==> config.mk <==
export PLATFORM = sky130hd
export DESIGN_NAME = lcd_msg_scheduler
export DESIGN_NICKNAME = d
export VERILOG_FILES = /design/src/rtl/lcd_ctrl_pkg.sv /design/src/rtl/lcd_prio_enc.sv /design/src/rtl/lcd_msg_scheduler.sv
export SDC_FILE = /design/constraint.sdc
export NUM_CORES = 1
export LEC_CHECK = 0
export ABC_AREA = 1
export CAP_MARGIN = 20
export CORE_MARGIN = 2
export CORE_UTILIZATION = 35
export CTS_BUF_LIST = sky130_fd_sc_hd__clkbuf_2
export CTS_CLUSTER_DIAMETER = 100
export DETAILED_ROUTE_END_ITERATION = 6
export SYNTH_ARGS = -nofsm -noshare
export SYNTH_HDL_FRONTEND = slang
export SYNTH_SLANG_ARGS = --single-unit
==> constraint.sdc <==
create_clock -name clk -period 2.7 [get_ports clk]
set_clock_uncertainty 0.2 [all_clocks]
set_input_delay 0.54 -clock clk [delete_from_list [all_inputs] [get_ports clk]]
set_output_delay 0.54 -clock clk [all_outputs]
set_load 0.02 [all_outputs]
==> src/rtl/lcd_ctrl_pkg.sv <==
// Shared LCD control definitions: message codes, scheduler state encoding, helpers.
// Used by the message scheduler and the LCD message writer.
package lcd_ctrl_pkg;

  typedef logic [1:0] msg_code_t;

  localparam msg_code_t MSG_USUARIO = 2'd0;
  localparam msg_code_t MSG_CLAVE   = 2'd1;
  localparam msg_code_t MSG_ABIERTO = 2'd2;
  localparam msg_code_t MSG_INTRUSO = 2'd3;

  typedef enum logic [1:0] {
    ST_OFF   = 2'd0,
    ST_WAKE  = 2'd1,
    ST_WRITE = 2'd2,
    ST_HOLD  = 2'd3
  } lcd_state_e;

  function automatic logic [3:0] msg_onehot(input msg_code_t code);
    return 4'b0001 << code;
  endfunction

endpackage

==> src/rtl/lcd_prio_enc.sv <==
// Fixed-priority encoder for pending LCD requests (intruso > abierto > clave > usuario).
// Purely combinational, zero latency, no backpressure.
module lcd_prio_enc
  import lcd_ctrl_pkg::*;
(
  input  logic [3:0] pend_i,
  output logic [1:0] code_o,
  output logic       any_o
);

  always_comb begin
    code_o = MSG_USUARIO;
    any_o  = |pend_i;
    if (pend_i[3]) begin
      code_o = MSG_INTRUSO;
    end else if (pend_i[2]) begin
      code_o = MSG_ABIERTO;
    end else if (pend_i[1]) begin
      code_o = MSG_CLAVE;
    end
  end

endmodule

==> src/rtl/lcd_msg_scheduler.sv <==
// Arbitrates message requests onto the shared LCD writer with hold time and idle power-down.
// Registered outputs; grant 1 cycle after a visible flag; requests wait in pending while the writer is busy.
module lcd_msg_scheduler
  import lcd_ctrl_pkg::*;
#(
  parameter int unsigned HOLD_TICKS = 150_000_000,
  parameter int unsigned IDLE_TICKS = 500_000_000
) (
  input  logic       clk,
  input  logic       reset,
  input  logic       req_usuario,
  input  logic       req_clave,
  input  logic       req_abierto,
  input  logic       req_intruso,
  input  logic       presence,
  input  logic       lcd_done,
  output logic       lcd_on,
  output logic [1:0] mns,
  output logic       msg_valid,
  output logic       busy,
  output logic [3:0] pending
);

  localparam int HOLD_W = $clog2(HOLD_TICKS + 1);
  localparam int IDLE_W = $clog2(IDLE_TICKS + 1);
  localparam logic [HOLD_W-1:0] HOLD_MAX = HOLD_W'(HOLD_TICKS);
  localparam logic [IDLE_W-1:0] IDLE_MAX = IDLE_W'(IDLE_TICKS);

  lcd_state_e        state_q, state_d;
  logic [3:0]        pending_q, pending_d;
  logic [1:0]        mns_q, mns_d;
  logic              msg_valid_q, msg_valid_d;
  logic              busy_q, busy_d;
  logic              lcd_on_q, lcd_on_d;
  logic [HOLD_W-1:0] hold_q, hold_d;
  logic [IDLE_W-1:0] idle_q, idle_d;

  logic [3:0] req_vec;
  logic [3:0] same_vec;
  logic [3:0] enc_in;
  logic [3:0] clr_vec;
  logic [1:0] enc_code;
  logic       enc_any;
  logic       grant;
  logic [1:0] grant_code;
  logic       hold_sat;
  logic       idle_exp;

  assign req_vec  = {req_intruso, req_abierto, req_clave, req_usuario};
  assign hold_sat = (hold_q == HOLD_MAX);
  assign idle_exp = (idle_q == IDLE_MAX);

  // While holding, a request for the message already on screen is dropped without a rewrite.
  assign same_vec = (state_q == ST_HOLD) ? msg_onehot(mns_q) : 4'b0000;
  assign enc_in   = pending_q & ~same_vec;

  lcd_prio_enc u_prio_enc (
    .pend_i (enc_in),
    .code_o (enc_code),
    .any_o  (enc_any)
  );

  always_comb begin
    state_d    = state_q;
    grant      = 1'b0;
    grant_code = mns_q;
    clr_vec    = same_vec;
    hold_d     = '0;
    idle_d     = '0;

    case (state_q)
      ST_OFF: begin
        if ((|pending_q) || presence) state_d = ST_WAKE;
      end
      ST_WAKE: begin
        if (enc_any) begin
          grant      = 1'b1;
          grant_code = enc_code;
        end else if (presence) begin
          grant      = 1'b1;
          grant_code = MSG_USUARIO;
        end else begin
          state_d = ST_OFF;
        end
      end
      ST_WRITE: begin
        if (lcd_done) state_d = ST_HOLD;
      end
      ST_HOLD: begin
        hold_d = hold_sat ? hold_q : hold_q + HOLD_W'(1);
        // Intruso on screen must never blank, so its idle count stays pinned at zero.
        if (!presence && (pending_q == 4'b0000) && (mns_q != MSG_INTRUSO)) begin
          idle_d = idle_exp ? idle_q : idle_q + IDLE_W'(1);
        end
        if (enc_in[MSG_INTRUSO]) begin
          grant      = 1'b1;
          grant_code = MSG_INTRUSO;
        end else if (enc_any && hold_sat) begin
          grant      = 1'b1;
          grant_code = enc_code;
        end else if (idle_exp) begin
          state_d = ST_OFF;
        end
      end
      default: state_d = ST_OFF;
    endcase

    if (grant) begin
      state_d = ST_WRITE;
      clr_vec = clr_vec | msg_onehot(grant_code);
    end

    // New requests win over a same-cycle clear.
    pending_d   = (pending_q & ~clr_vec) | req_vec;
    mns_d       = grant ? grant_code : mns_q;
    msg_valid_d = grant;
    busy_d      = (state_d == ST_WRITE);
    lcd_on_d    = (state_d != ST_OFF);
  end

  always_ff @(posedge clk) begin
    if (!reset) begin
      state_q     <= ST_OFF;
      pending_q   <= 4'b0000;
      mns_q       <= MSG_USUARIO;
      msg_valid_q <= 1'b0;
      busy_q      <= 1'b0;
      lcd_on_q    <= 1'b0;
      hold_q      <= '0;
      idle_q      <= '0;
    end else begin
      state_q     <= state_d;
      pending_q   <= pending_d;
      mns_q       <= mns_d;
      msg_valid_q <= msg_valid_d;
      busy_q      <= busy_d;
      lcd_on_q    <= lcd_on_d;
      hold_q      <= hold_d;
      idle_q      <= idle_d;
    end
  end

  assign lcd_on    = lcd_on_q;
  assign mns       = mns_q;
  assign msg_valid = msg_valid_q;
  assign busy      = busy_q;
  assign pending   = pending_q;

endmodule

==> results.cfg <==
[logic_synthesis]
ys_top_cells_by_count = nand2_1 (87), nor2_1 (72), inv_1 (69), dfxtp_1 (68), a21oi_1 (42)
synthMostInstantiatedCell = nand2_1
synthArstFlopShare = 0
synthDistinctLibCells = 40
synth.area.top_cells = dfxtp_1 (39%), nand2_1 (9.3%), nor2_1 (7.7%)
synth_edf_count = 0
yosysSeqAreaShare = 0.387
synthesis.area_mm2 = 0.00352
synth_area_leader_cell = dfxtp_1
avgSynthCellArea_um2 = 6.93
yosysTopAreaCellShare = 0.387
netlist_instances = 507
yosys_most_used_dff = dfxtp_1
ys_warn_count = 0
synth_nets = 519
ys_ff_latch = 68

[worst_setup_path]
startpoint = mns[0]
worst-path-buf-inv = 1
reg2reg_from = hold_q[0]
critical_path_class = register to primary output
cp_max_fo = 6
arrival_ns = 1.67
critical-path-top-delay-family = buffers and inverters
critPathLaunchType = register
critPathRequiredTime_ns = 1.96
critPathSlowestCell = clkdlybuf4s50_1
cp_cell_sequence = clkdlybuf4s50_1
end_kind = primary output
slowest_delay_ns = 0.66

[grt]
antenna_found_initial = 1
overflow = 0
grt_max_degree = 18
grt_use_total = 0.142
grt_pass1_wl_mm = 12.8
grt_pass1_vias = 3020

[placed_design]
placed_area_mm2 = 0.00385
place_inst = 655
io_buffers = 16
routabilityCongestion = 0.876
dpl.hpwl_mm = 5.49
place_ws_ns = 0.256

[finish]
num-fill-cells = 1023
final_nets = 545
drive_above_1_share = 0.115
final_design_area_no_fill_mm2 = 0.00401
final_cells = 672
synthToLayoutAreaGrowth_pct = 14.1

[floorplan]
io_pins = 17
die-height_um = 104
die_w_um = 104
fp.coreArea_mm2 = 0.00977
core.rowCount = 36
die_area_mm2 = 0.0109
start_util = 0.360

[clock_tree]
numCtsBuffers = 9
cts_resized = 0
cts_tree = built
path_clk_slew_ns = 0.20
clkSinkCount = 68
clock_path_buffers = 2
postCtsSetupBuffers = 0
clk_latency_ns = 0.50
htreeDepth = 3
hold_buffers = 0
cts_root_buf = clkbuf_2

[status]
status = finished clean

[power]
ir_worst_vdd_mv = 0.296
power_density_mw_per_mm2 = 562
leakage_nw = 1.43

[timing]
period_minus_slack_ns = 2.41
slew_headroom = 0.642
hold_viol = 0
tightestPinTransition_ns = 0.536
setup_viol = 0
max_freq_mhz = 415
rsz0062_at_grt = false
setup_tns_ns = 0
finalCritPeriodShare = 0.892
maxSlewViolCount = 0
setup_slack_ns = 0.291

[detailed_routing]
drt_wl_total_mm = 7.31
antenna_left = 0
drc = 0
vias_per_cell = 4.78
firstDrtPassIters = 4
first_iter_violations = 132
wl_per_cell_um = 10.9
via_count = 3211

[hold_path]
hp-class = register to register
min-delay-start = idle_q[27]

[job]
maxCapViolations = 0
==> kinds of logic (layout without fill, tap and decap cells) <==
logic type / Yosys count / in the layout / share of synthesized area
AOI/OAI and AO/OA: 94 / 94 / 0.153
xor gates and xnor gates: 3 / 3 / 0.00747
adders and majority gates: 4 / 4 / 0.0142
other: 0 / 1 / 0
and+or+nand+nor: 253 / 253 / 0.347
DFF: 68 / 68 / 0.387
buffers and inverters: 85 / 116 / 0.0918
==> metal layers <==
metal  GRT usage  routed length, µm
met1       0.173               3520
met2       0.242               3440
met3      0.0301                240
met4      0.0647                115
met5           0                  0
==> final timing paths <==
path                endpoint  cells after the start  slack [ns]
setup / recovery      mns[0]                      1        0.29
hold / removal    idle_q[27]                      1        0.27
setup reg to reg  hold_q[24]                      9        0.40
hold reg to reg   idle_q[27]                      1        0.27
==> worst register-to-register path, cell delays in order, from the launching register on <==
cell	delay, ns
dfxtp_1	0.43
ha_1	0.21
nand3_1	0.18
nor3_2	0.32
nand3_2	0.20
nor3_4	0.25
nand2_1	0.11
clkinv_1	0.07
nand2_1	0.05
a211oi_1	0.20
==> final cells by class <==
| cell class | instances | area (µm²) | share of cell area |
|---|---|---|---|
| Sequential cell | 68 | 1360 | 0.339 |
| Clock buffer | 9 | 45.0 | 0.0112 |
| Inverter | 81 | 307 | 0.0764 |
| Tap cell | 133 | 166 | 0.0415 |
| Clock inverter | 7 | 115 | 0.0287 |
| Timing Repair Buffer | 19 | 183 | 0.0455 |
| Multi-Input combinational cell | 354 | 1830 | 0.457 |
| Antenna cell | 1 | 2.50 | 0.000624 |
==> power by group <==
group | leakage (nW) | total, mW | internal (mW) | switching (mW)
logic | 0.793 | 0.379 | 0.148 | 0.231
clock network | 0.0895 | 0.782 | 0.396 | 0.386
registers | 0.550 | 1.10 | 1.05 | 0.0470
total | 1.43 | 2.26 | 1.59 | 0.664
==> cells in the final DEF, fill, tap and decap left out, types with 5 or more instances in the layout <==
cell | Yosys | routed
clkdlybuf4s50_1 | 0 | 16
o21ai_0 | 23 | 23
a21oi_1 | 42 | 42
o21a_1 | 7 | 7
nor2_1 | 72 | 72
nand2_4 | 6 | 6
nor2_2 | 9 | 9
a211oi_1 | 8 | 8
clkbuf_2 | 0 | 9
o21ai_1 | 5 | 5
nand2_1 | 87 | 87
dfxtp_1 | 68 | 68
nor3_1 | 20 | 20
nand3_1 | 31 | 31
inv_2 | 9 | 9
inv_1 | 69 | 69
==> registers in the layout, summed over array words and instances (netlist names) <==
name / count
idle_q: 29
hold_q: 28
pending: 4
mns: 2
state_q: 2
busy: 1
lcd_on: 1
msg_valid: 1
==> stage by stage <==
step,hold slack (ns),utilization,power (mW)
2_1_floorplan,0.228,-,1.37
3_3_place_gp,0.249,0.394,1.49
3_5_place_dp,0.246,0.394,1.50
4_1_cts,0.271,0.410,2.29
5_1_grt,0.311,0.410,2.38
6_report,0.266,0.410,2.26
(Power assumes the default switching activity.)
